==> src/rtl/countdown_timer.sv <==
// Loadable down-counter with a one-cycle expiry pulse and optional auto-reload.
// state | meaning
// IDLE  | stopped, counter holds, enb ignored
// RUN   | counting down on enabled cycles, cnt_out >= 1
module countdown_timer #(
  parameter int WIDTH       = 5,
  parameter bit AUTO_RELOAD = 1'b0
) (
  input  logic             clk,
  input  logic             reset,
  input  logic             enb,
  input  logic             load,
  input  logic [WIDTH-1:0] cnt_in,
  output logic [WIDTH-1:0] cnt_out,
  output logic             busy,
  output logic             done
);

  typedef enum logic {IDLE = 1'b0, RUN = 1'b1} state_t;

  localparam logic [WIDTH-1:0] ONE = WIDTH'(1);

  state_t           state, state_next;
  logic [WIDTH-1:0] cnt_q, cnt_next;
  logic [WIDTH-1:0] reload_reg, reload_next;
  logic             done_q, done_next;

  always_ff @(posedge clk) begin
    if (!reset) begin
      state      <= IDLE;
      cnt_q      <= '0;
      reload_reg <= '0;
      done_q     <= 1'b0;
    end else begin
      state      <= state_next;
      cnt_q      <= cnt_next;
      reload_reg <= reload_next;
      done_q     <= done_next;
    end
  end

  always_comb begin
    state_next  = state;
    cnt_next    = cnt_q;
    reload_next = reload_reg;
    done_next   = 1'b0;
    if (load) begin
      cnt_next    = cnt_in;
      reload_next = cnt_in;
      state_next  = (cnt_in != '0) ? RUN : IDLE;
    end else if (state == RUN && enb) begin
      if (cnt_q > ONE) begin
        cnt_next = cnt_q - ONE;
      end else if (cnt_q == ONE) begin
        // Expiry edge: a zero count is never decremented, so underflow cannot occur.
        done_next = 1'b1;
        if (AUTO_RELOAD) begin
          cnt_next = reload_reg;
        end else begin
          cnt_next   = '0;
          state_next = IDLE;
        end
      end
    end
  end

  assign cnt_out = cnt_q;
  assign busy    = (state == RUN);
  assign done    = done_q;

endmodule
==> config.mk <==
export PLATFORM = sky130hd
export DESIGN_NAME = countdown_timer
export DESIGN_NICKNAME = d
export VERILOG_FILES = /design/src/rtl/countdown_timer.sv
export SDC_FILE = /design/constraint.sdc
export NUM_CORES = 1
export LEC_CHECK = 0
export BUFFER_PORTS_ARGS = -buffer_cell sky130_fd_sc_hd__buf_4
export CORE_MARGIN = 10
export CORE_UTILIZATION = 30
export CTS_BUF_LIST = sky130_fd_sc_hd__clkbuf_8
export DETAILED_ROUTE_END_ITERATION = 12
export GPL_TIMING_DRIVEN = 0
export REMOVE_ABC_BUFFERS = 1
export SLEW_MARGIN = 30
export SYNTH_ARGS = -nofsm -noshare
export SYNTH_HDL_FRONTEND = slang
export SYNTH_SLANG_ARGS = --single-unit
==> constraint.sdc <==
create_clock -name clk -period 2 [get_ports clk]
set_input_delay 0.2 -clock clk [delete_from_list [all_inputs] [get_ports clk]]
set_output_delay 0.2 -clock clk [all_outputs]
set_load 0.05 [all_outputs]
# Word-level counts from Yosys, hierarchy flattened
# Cells that the tools add are included.
# op_classes
add_sub_neg	1
magnitude_cmp	1
n_eq_ne	2
n_mux	10
n_bitwise	2
n_reduce_logical	8
# op_table
operator	count
$mux W5	4
$mux W1	6
$eq A5 B1 Y1 const B	1
$gt A5 B1 Y1 const B	1
$reduce_bool A5 Y1	1
$sub A5 B1 Y5 const B	1
$reduce_bool A2 Y1	2
$reduce_or A4 Y1	1
$reduce_and A3 Y1	1
$reduce_bool A3 Y1	1
$ne A2 B2 Y1 const B	1
$not A1 Y1	2
$reduce_and A2 Y1	1
$logic_and A1 B1 Y1	1
# word_totals
regBits	7
inputBits	9
out_inout_bits	7
elab_cells	27

# Longest topological paths before layout
# Gate-level depths: netlist (run 1).
# depth
depth_word	5
mapped_depth	5
mapped_depth_nobuf	5

# Worst setup path before layout (run 1)
# No wires, ideal clock.
# synth_path
kind	reg2reg
from	register cnt_q[1] (netlist: cnt_out[1])
to	register cnt_q[2] (netlist: cnt_out[2])
arrival_time_ns	1.832
slack_ns	0.108
path_stages_with_launch	6
n_path_buf	0
synth_period_minus_slack_ns	1.892
path_cell_list	dfxtp_1 -> inv_1 -> ha_1 -> o21bai_2 -> a2111oi_2 -> o221a_1
# synth_via
elab_chain_len	4
elab_cells_between_ends	8
classes_between	add/sub: 1; order compare: 1; eq/ne: 1; mux: 3; reduce/logical: 2
# synth_rtl
element	line	text
from (decl)	24	logic [WIDTH-1:0] cnt_q, cnt_next;
from (signal assigned)	36	cnt_q <= cnt_next;
$sub A5 B1 Y5 / $gt A5 B1 Y1 (equally long branches)	53, 52	
$mux W5	52	if (cnt_q > ONE) begin
$mux W5	51	end else if (state == RUN && enb) begin
$mux W5	47	if (load) begin
# Several ways; a longest one is shown, not always the timed one. The select of a mux whose other input is x is not followed.
# A chain may end at the register's enable or synchronous reset.

# Worst setup path after layout (run 1)
# layout_path
from	register cnt_q[1] (netlist: cnt_out[1])
to	register cnt_q[1] (netlist: cnt_out[1])
# Same word-level chain as after synthesis.

==> summary.md, run 1 <==
| Metric | Value |
|---|---|
| First-pass GRT wire length | `2.001 mm` |
| Setup bufs post-CTS | `0` |
| Yosys cell types | `31` |
| GR peak layer | `met2` |
| Synth Warn # | `0` |
| Share of cells above drive strength 1 | `0.3594` |
| Avg Cell Area, Syn | `9.330 µm²` |
| Fmax | `586.5 MHz` |
| DIE HEIGHT | `57.82 µm` |
| Post-route ant nets | `0` |
| Vias after detailed routing | `446` |
| CTS tree | `yes` |
| HPWL Detailed | `866.1 µm` |
| Clk sinks | `7` |
| Initial Util | `0.3257` |
| Met3 Track Usage GR | `0.04575` |
| WP buf/inv | `1` |
| Min-delay src | `load` |
| Setup Skew | `0.003741 ns` |
| Hold_buf cts | `0` |
| PwrDens | `799.6 nW/µm²` |
| Final setup viols | `0` |
| WHS | `0.2265 ns` |
| # H-tree levels | `1` |
| Hold Violations, Final | `0` |
| DRC viols | `0` |
| Critical path type | `reg -> reg` |
| Max Buffers Root-to-Sink | `2` |
| I/O pins | `16` |
| R2R cell count | `5` |
| Root buffer selected by CTS | `clkbuf_8` |
| Leak | `0.2595 nW` |
| Reg-to-reg setup timing slack | `0.30 ns` |
| # nets final | `76` |
| Total chip power | `0.4802 mW` |
| Pin slew with the least headroom to its limit | `0.4755 ns` |
| Clk_lat worst skew | `0.24 ns` |
| Hold Path Sink | `done` |
| CP Capture Type | `flop` |
| Pins Over Slew Limit | `0` |
| Vias in the first global route | `456` |
| Clock-pin transition on the worst setup and hold timing paths | `0.04 ns` |
| IO buf count | `15` |
| Vias per cell | `5.646` |
| Final period demand of the worst path | `1.705 ns` |
| Final core occ | `0.4558` |
| Initial DRC count | `8` |
| Max stage delay on crit path | `0.52 ns` |
| Relative slew slack | `0.6748` |
| Mapped cell area | `429.2 µm²` |
| CP Cell Sequence | `inv_1 > ha_1 > o21bai_2 > a2111oi_0 > o21a_1` |
| Dpl cell area | `555.5 µm²` |
| Die X | `57.82 µm` |
| Core Rows | `13` |
| Worst min-delay path category | `in -> reg` |
| CP max FO | `5` |
| Slowest cell on crit path | `a2111oi_0` |
| Req. time, crit path | `2.18 ns` |
| Peak supply drop | `0.3343 mV` |
| Final Cycle Share | `0.8525` |
| Cell family with most CP delay | `compound AO/OA/AOI/OAI gates` |
| N_diodes | `0` |
| Setup TNS | `0 ns` |
| Max Cap Violations | `0` |
| Full die area | `3343 µm²` |
| Final non-filler cell area | `600.6 µm²` |
| Initial antenna violation count | `0` |
| GRT Total Usage | `0.07809` |
| Met1 usage | `0.07563` |
| Largest net degree at the start of global routing | `12` |
| Hold-critical path depth | `2` |
| Status | `finished, final reports clean` |
| Crit start category | `flop` |
| Sequential area share after synthesis | `0.3265` |
| WL final | `1.179 mm` |
| Detailed-router iteration count before antenna repair | `4` |
| Grt ovf | `0` |
| Seq cells post-synth | `7` |
| R2R Path End | `cnt_out[1]` |
| Drt wl/cell | `14.92 µm` |
| Worst r2r src | `cnt_out[1]` |
| Crit path DAT | `1.88 ns` |
| RSZ-0062 raised after global routing | `no` |
| Core area | `1318 µm²` |
| Resize count post-CTS | `0` |
| Num CTS Buffers | `3` |
| RePlAce Congestion | `0.7707` |
| Met2 usage | `0.1150` |
| Post-Synthesis Cells | `46` |
| Layout area overhead | `39.94%` |
==> per-stage QoR <==
| stage | cells | setup WS (ns) |
|---|---|---|
| global placement | 75 | 0.3103 |
| finish | 79 | 0.2951 |
| detailed placement | 75 | 0.3291 |
| floorplan | 45 | 0.1079 |
| global route | 79 | 0.2279 |
| CTS | 79 | 0.3119 |
==> cell usage in the layout (no fill, tap or decap) <==
master     count
ha_1           2
nand4_1        1
o21a_1         1
and2_1         1
and4bb_1       1
a2111oi_2      1
a21oi_1        3
or2_0          1
a41oi_1        1
o221a_1        1
a311o_1        1
nor3b_1        1
or4_1          1
o311a_1        1
a2111oi_0      1
buf_4         15
clkbuf_8       3
nand2_1        1
o41ai_1        1
nor4_1         1
o21bai_2       1
o21ai_1        1
dfxtp_1        7
nand2b_1       1
inv_1          6
a211o_2        1
nor3_2         1
a31o_2         1
a21boi_1       2
a21o_1         1
nand3_1        1
o21ai_0        2
==> synthesized netlist by cell type <==
library cell | n | area [µm²]
a2111oi_0 | 1 | 8.760
a2111oi_2 | 1 | 15.01
a211o_2 | 1 | 10.01
a21boi_1 | 2 | 15.01
a21o_1 | 1 | 7.510
a21oi_1 | 3 | 15.01
a311o_1 | 1 | 10.01
a31o_2 | 1 | 8.760
a41oi_1 | 1 | 8.760
and2_1 | 1 | 6.260
and4bb_1 | 1 | 12.51
buf_2 | 1 | 5.000
dfxtp_1 | 7 | 140.1
ha_1 | 2 | 25.02
inv_1 | 5 | 18.77
nand2_1 | 1 | 3.750
nand2b_1 | 1 | 6.260
nand3_1 | 1 | 5.000
nand4_1 | 1 | 6.260
nor3_2 | 1 | 10.01
nor3b_1 | 1 | 7.510
nor4_1 | 1 | 6.260
o21a_1 | 1 | 7.510
o21ai_0 | 2 | 10.01
o21ai_1 | 1 | 5.000
o21bai_2 | 1 | 11.26
o221a_1 | 1 | 11.26
o311a_1 | 1 | 10.01
o41ai_1 | 1 | 8.760
or2_0 | 1 | 6.260
or4_1 | 1 | 7.510
==> power by group <==
part / switching [mW] / internal, mW / total (mW)
logic: 0.0675 / 0.0448 / 0.112
clock network: 0.0709 / 0.134 / 0.204
registers: 0.0144 / 0.149 / 0.164
==> how the worst max path moves through the flow <==
stage          startpoint          to  slack, ns  cells after the start
2_1_floorplan  cnt_out[1]  cnt_out[2]       0.11                      5
3_3_place_gp   cnt_out[1]  cnt_out[1]       0.31                      5
3_5_place_dp   cnt_out[1]  cnt_out[1]       0.33                      5
4_1_cts        cnt_out[1]  cnt_out[1]       0.31                      5
5_1_grt        cnt_out[1]  cnt_out[1]       0.23                      5
6_report       cnt_out[1]  cnt_out[1]       0.30                      5
==> worst register-to-register path: cells and delay by family (launching register included) <==
family | cells | cell delay [ns]
adder cells (fa/ha/maj) | 1 | 0.22
AO/OA/AOI/OAI | 3 | 0.91
buffers and inverters | 1 | 0.11
flip-flops | 1 | 0.41
==> state kept, by name (all words and copies together) (netlist names) <==
register  cells
cnt_out       5
busy          1
done          1
==> logic make-up (layout without fill, tap and decap cells) <==
kind of cell / after synthesis / after routing / share of synthesized area
adder cells (fa/ha/maj): 2 / 2 / 0.05830
buffers and inverters: 6 / 24 / 0.05539
AND/OR/NAND/NOR: 11 / 11 / 0.1808
AO/OA/AOI/OAI: 20 / 20 / 0.3790
flip-flops: 7 / 7 / 0.3265
==> area by class of cell <==
type,instances,area [µm²]
Timing Repair Buffer,15,112.6
Clock inverter,1,3.754
Inverter,5,18.77
Multi-Input combinational cell,33,265.3
Fill cell,132,716.9
Sequential cell,7,140.1
Tap cell,15,18.77
Clock buffer,3,41.29
==> routing by layer <==
layer,vias to the layer above,part of all wire
met3,7,0.091
met4,0,0.039
met5,-,0
met1,201,0.42
li1,218,-
met2,20,0.44
No activity file was read; power rests on OpenSTA's default activity.
==> run 2: changes to the inputs <==
--- a/config.mk
+++ b/config.mk
@@ -6,11 +6,11 @@
 export NUM_CORES = 1
 export LEC_CHECK = 0
 export BUFFER_PORTS_ARGS = -buffer_cell sky130_fd_sc_hd__buf_4
-export CORE_MARGIN = 10
 export CORE_UTILIZATION = 30
 export CTS_BUF_LIST = sky130_fd_sc_hd__clkbuf_8
 export DETAILED_ROUTE_END_ITERATION = 12
 export GPL_TIMING_DRIVEN = 0
+export PLACE_DENSITY = 0.62
 export REMOVE_ABC_BUFFERS = 1
 export SLEW_MARGIN = 30
 export SYNTH_ARGS = -nofsm -noshare
==> summary.md, run 2 (same netlist as run 1, synthesis figures left out) <==
| Metric | Value |
|---|---|
| Status | `finished, final reports clean` |
| Crit path from | `cnt_out[1]` |
| Clk sinks | `7 (unchanged)` |
| Slowest cell on crit path | `dfxtp_1` |
| Final non-filler cell area | `600.6 µm² (unchanged)` |
| Most frequent cells in the layout | `buf_4, dfxtp_1, inv_1` |
| Commonest non-fill, non-tap cell in the layout | `buf_4` |
| Core Rows | `13 (unchanged)` |
| CTS tree | `yes` |
| Root buffer selected by CTS | `clkbuf_8` |
| Power share of the sequential group | `0.348 (+0.007)` |
| Critical path type | `reg -> reg` |
| DRC viols | `0 (unchanged)` |
| Initial Util | `0.3257 (unchanged)` |
| # H-tree levels | `1 (unchanged)` |
| Die X | `39.82 µm (-31%)` |
| Largest net degree at the start of global routing | `12 (unchanged)` |
| RSZ-0062 raised after global routing | `no` |
| Req. time, crit path | `2.17 ns (about the same)` |
| Max Cap Violations | `0 (unchanged)` |
| Grt ovf | `0 (unchanged)` |
| First-pass GRT wire length | `1.697 mm (-15%)` |
| Vias per cell | `5.380 (-4.7%)` |
| Share of cells above drive strength 1 | `0.3594 (unchanged)` |
| Critical Path Sink | `cnt_out[2]` |
| Leak | `0.2595 nW (unchanged)` |
| CP max FO | `5 (unchanged)` |
| R2R Path End | `cnt_out[2]` |
| Detailed-router iteration count before antenna repair | `3 (-1)` |
| Crit path DAT | `1.84 ns (-0.04 ns)` |
| IO buf count | `15 (unchanged)` |
| HPWL Detailed | `758.8 µm (-12%)` |
| Full die area | `1586 µm² (-53%)` |
| Setup bufs post-CTS | `0 (unchanged)` |
| Setup slack after layout | `0.3317 ns (+0.03658 ns)` |
| Final core occ | `0.4558 (unchanged)` |
| Setup Skew | `0.0009575 ns (-0.002783 ns)` |
| Dpl cell area | `555.5 µm² (unchanged)` |
| Int Power | `0.3270 mW (-0.14%)` |
| Vias in the first global route | `387 (-15%)` |
| RePlAce Congestion | `0.7522 (-2.4%)` |
| Core area | `1318 µm² (unchanged)` |
| Hold Violations, Final | `0 (unchanged)` |
| Drt wl/cell | `13.47 µm (-9.8%)` |
| Final setup viols | `0 (unchanged)` |
| Combinational share of power | `0.239 (+0.005)` |
| Num CTS Buffers | `3 (unchanged)` |
| I/O pins | `16 (unchanged)` |
| Vias after detailed routing | `425 (-4.7%)` |
| Max Buffers Root-to-Sink | `2 (unchanged)` |
| Final Cycle Share | `0.8342 (-0.01829)` |
| Initial DRC count | `8 (unchanged)` |
| R2R cell count | `5 (unchanged)` |
| Final period demand of the worst path | `1.668 ns (-0.03658 ns)` |
| CP Capture Type | `flop` |
| Fillers | `131 (-0.76%)` |
| WL final | `1.064 mm (-9.8%)` |
| Worst min-delay path category | `in -> reg` |
| GRT Total Usage | `0.1663 (+0.08819)` |
| Resize count post-CTS | `0 (unchanged)` |
| Hold_buf cts | `0 (unchanged)` |
| Post-place setup slack | `0.3657 ns (+0.03660 ns)` |
| Clock-pin transition on the worst setup and hold timing paths | `0.04 ns (about the same)` |
| Clk_lat worst skew | `0.23 ns (about the same)` |
| Worst r2r src | `cnt_out[1]` |
| Crit start category | `flop` |
| Pin slew with the least headroom to its limit | `0.3766 ns (-0.09895 ns)` |
| Layout area overhead | `39.94% (unchanged)` |
| Max stage delay on crit path | `0.43 ns (-0.09 ns)` |
| Peak supply drop | `0.4827 mV (+44%)` |
| Net Sw Frac | `0.3067 (-0.01156)` |
| Fmax | `599.4 MHz (+2.2%)` |
| DIE HEIGHT | `39.82 µm (-31%)` |
| Initial antenna violation count | `0 (unchanged)` |
| Post-route ant nets | `0 (unchanged)` |
| Total chip power | `0.4716 mW (-1.8%)` |
| Sw power | `0.1446 mW (-5.4%)` |
| Clock power frac | `0.414 (-0.012)` |
| N_diodes | `0 (unchanged)` |
| Reg-to-reg setup timing slack | `0.33 ns (+0.04 ns)` |
| PwrDens | `785.2 nW/µm² (-1.8%)` |
| Pins Over Slew Limit | `0 (unchanged)` |
| # nets final | `76 (unchanged)` |
| Setup TNS | `0 ns (unchanged)` |
| Relative slew slack | `0.7425 (+0.06767)` |
| CP Cell Sequence | `inv_1 > ha_1 > o21bai_2 > a2111oi_2 > o221a_1` |
| Max FFs per register | `5 (unchanged)` |
==> run 2: cell counts in the layout (fill, tap and decap cells not counted) <==
No cell type changed its count.
==> run 2: metrics by stage <==
stage                     std cells  hold WS [ns]
after floorplan                  45        0.2758
after global placement           75        0.4657
after detailed placement         75        0.4676
after CTS                        79        0.2302
after global routing             79        0.2371
final                            79        0.2325
==> run 2: power groups by stage <==
| stage | sequential, mW | clock, mW | combinational [mW] |
|---|---|---|---|
| final | 0.164 | 0.195 | 0.112 |
| after global routing | 0.165 | 0.208 | 0.122 |
| after detailed placement | 0.166 | 0 | 0.112 |
| after floorplan | 0.193 | 0 | 0.0418 |
| after global placement | 0.166 | 0 | 0.112 |
| after CTS | 0.164 | 0.199 | 0.114 |
==> run 2: how the worst min path moves through the flow <==
stage               from    to  slack [ns]  cells past startpoint
floorplan           load  done        0.28                      1
global placement    load  done        0.47                      2
detailed placement  load  done        0.47                      2
CTS                 load  done        0.23                      2
global route        load  done        0.24                      2
finish              load  done        0.23                      2
==> run 2: layout make-up <==
type / instances / area (µm²) / area share
inverters: 5 / 18.77 / 0.03125
well taps: 15 / 18.77 / 0.03125
clock inverters: 1 / 3.754 / 0.006250
repair buffers: 15 / 112.6 / 0.1875
flip-flops and latches: 7 / 140.1 / 0.2333
clock buffers: 3 / 41.29 / 0.06875
multi-input cells: 33 / 265.3 / 0.4417
==> run 2: worst max-delay path: cells and delay by family, from the launching register on <==
kind	cells	cell delay, ns
DFF	1	0.43
AOI/OAI and AO/OA	3	0.85
adders and majority gates	1	0.22
buffers and inverters	1	0.11
==> run 2: per-layer routing <==
layer  global-route usage  wire length, µm
met1               0.2013              464
met2               0.2746              538
met3              0.03409               54
met4              0.07759                6
met5                    0                0
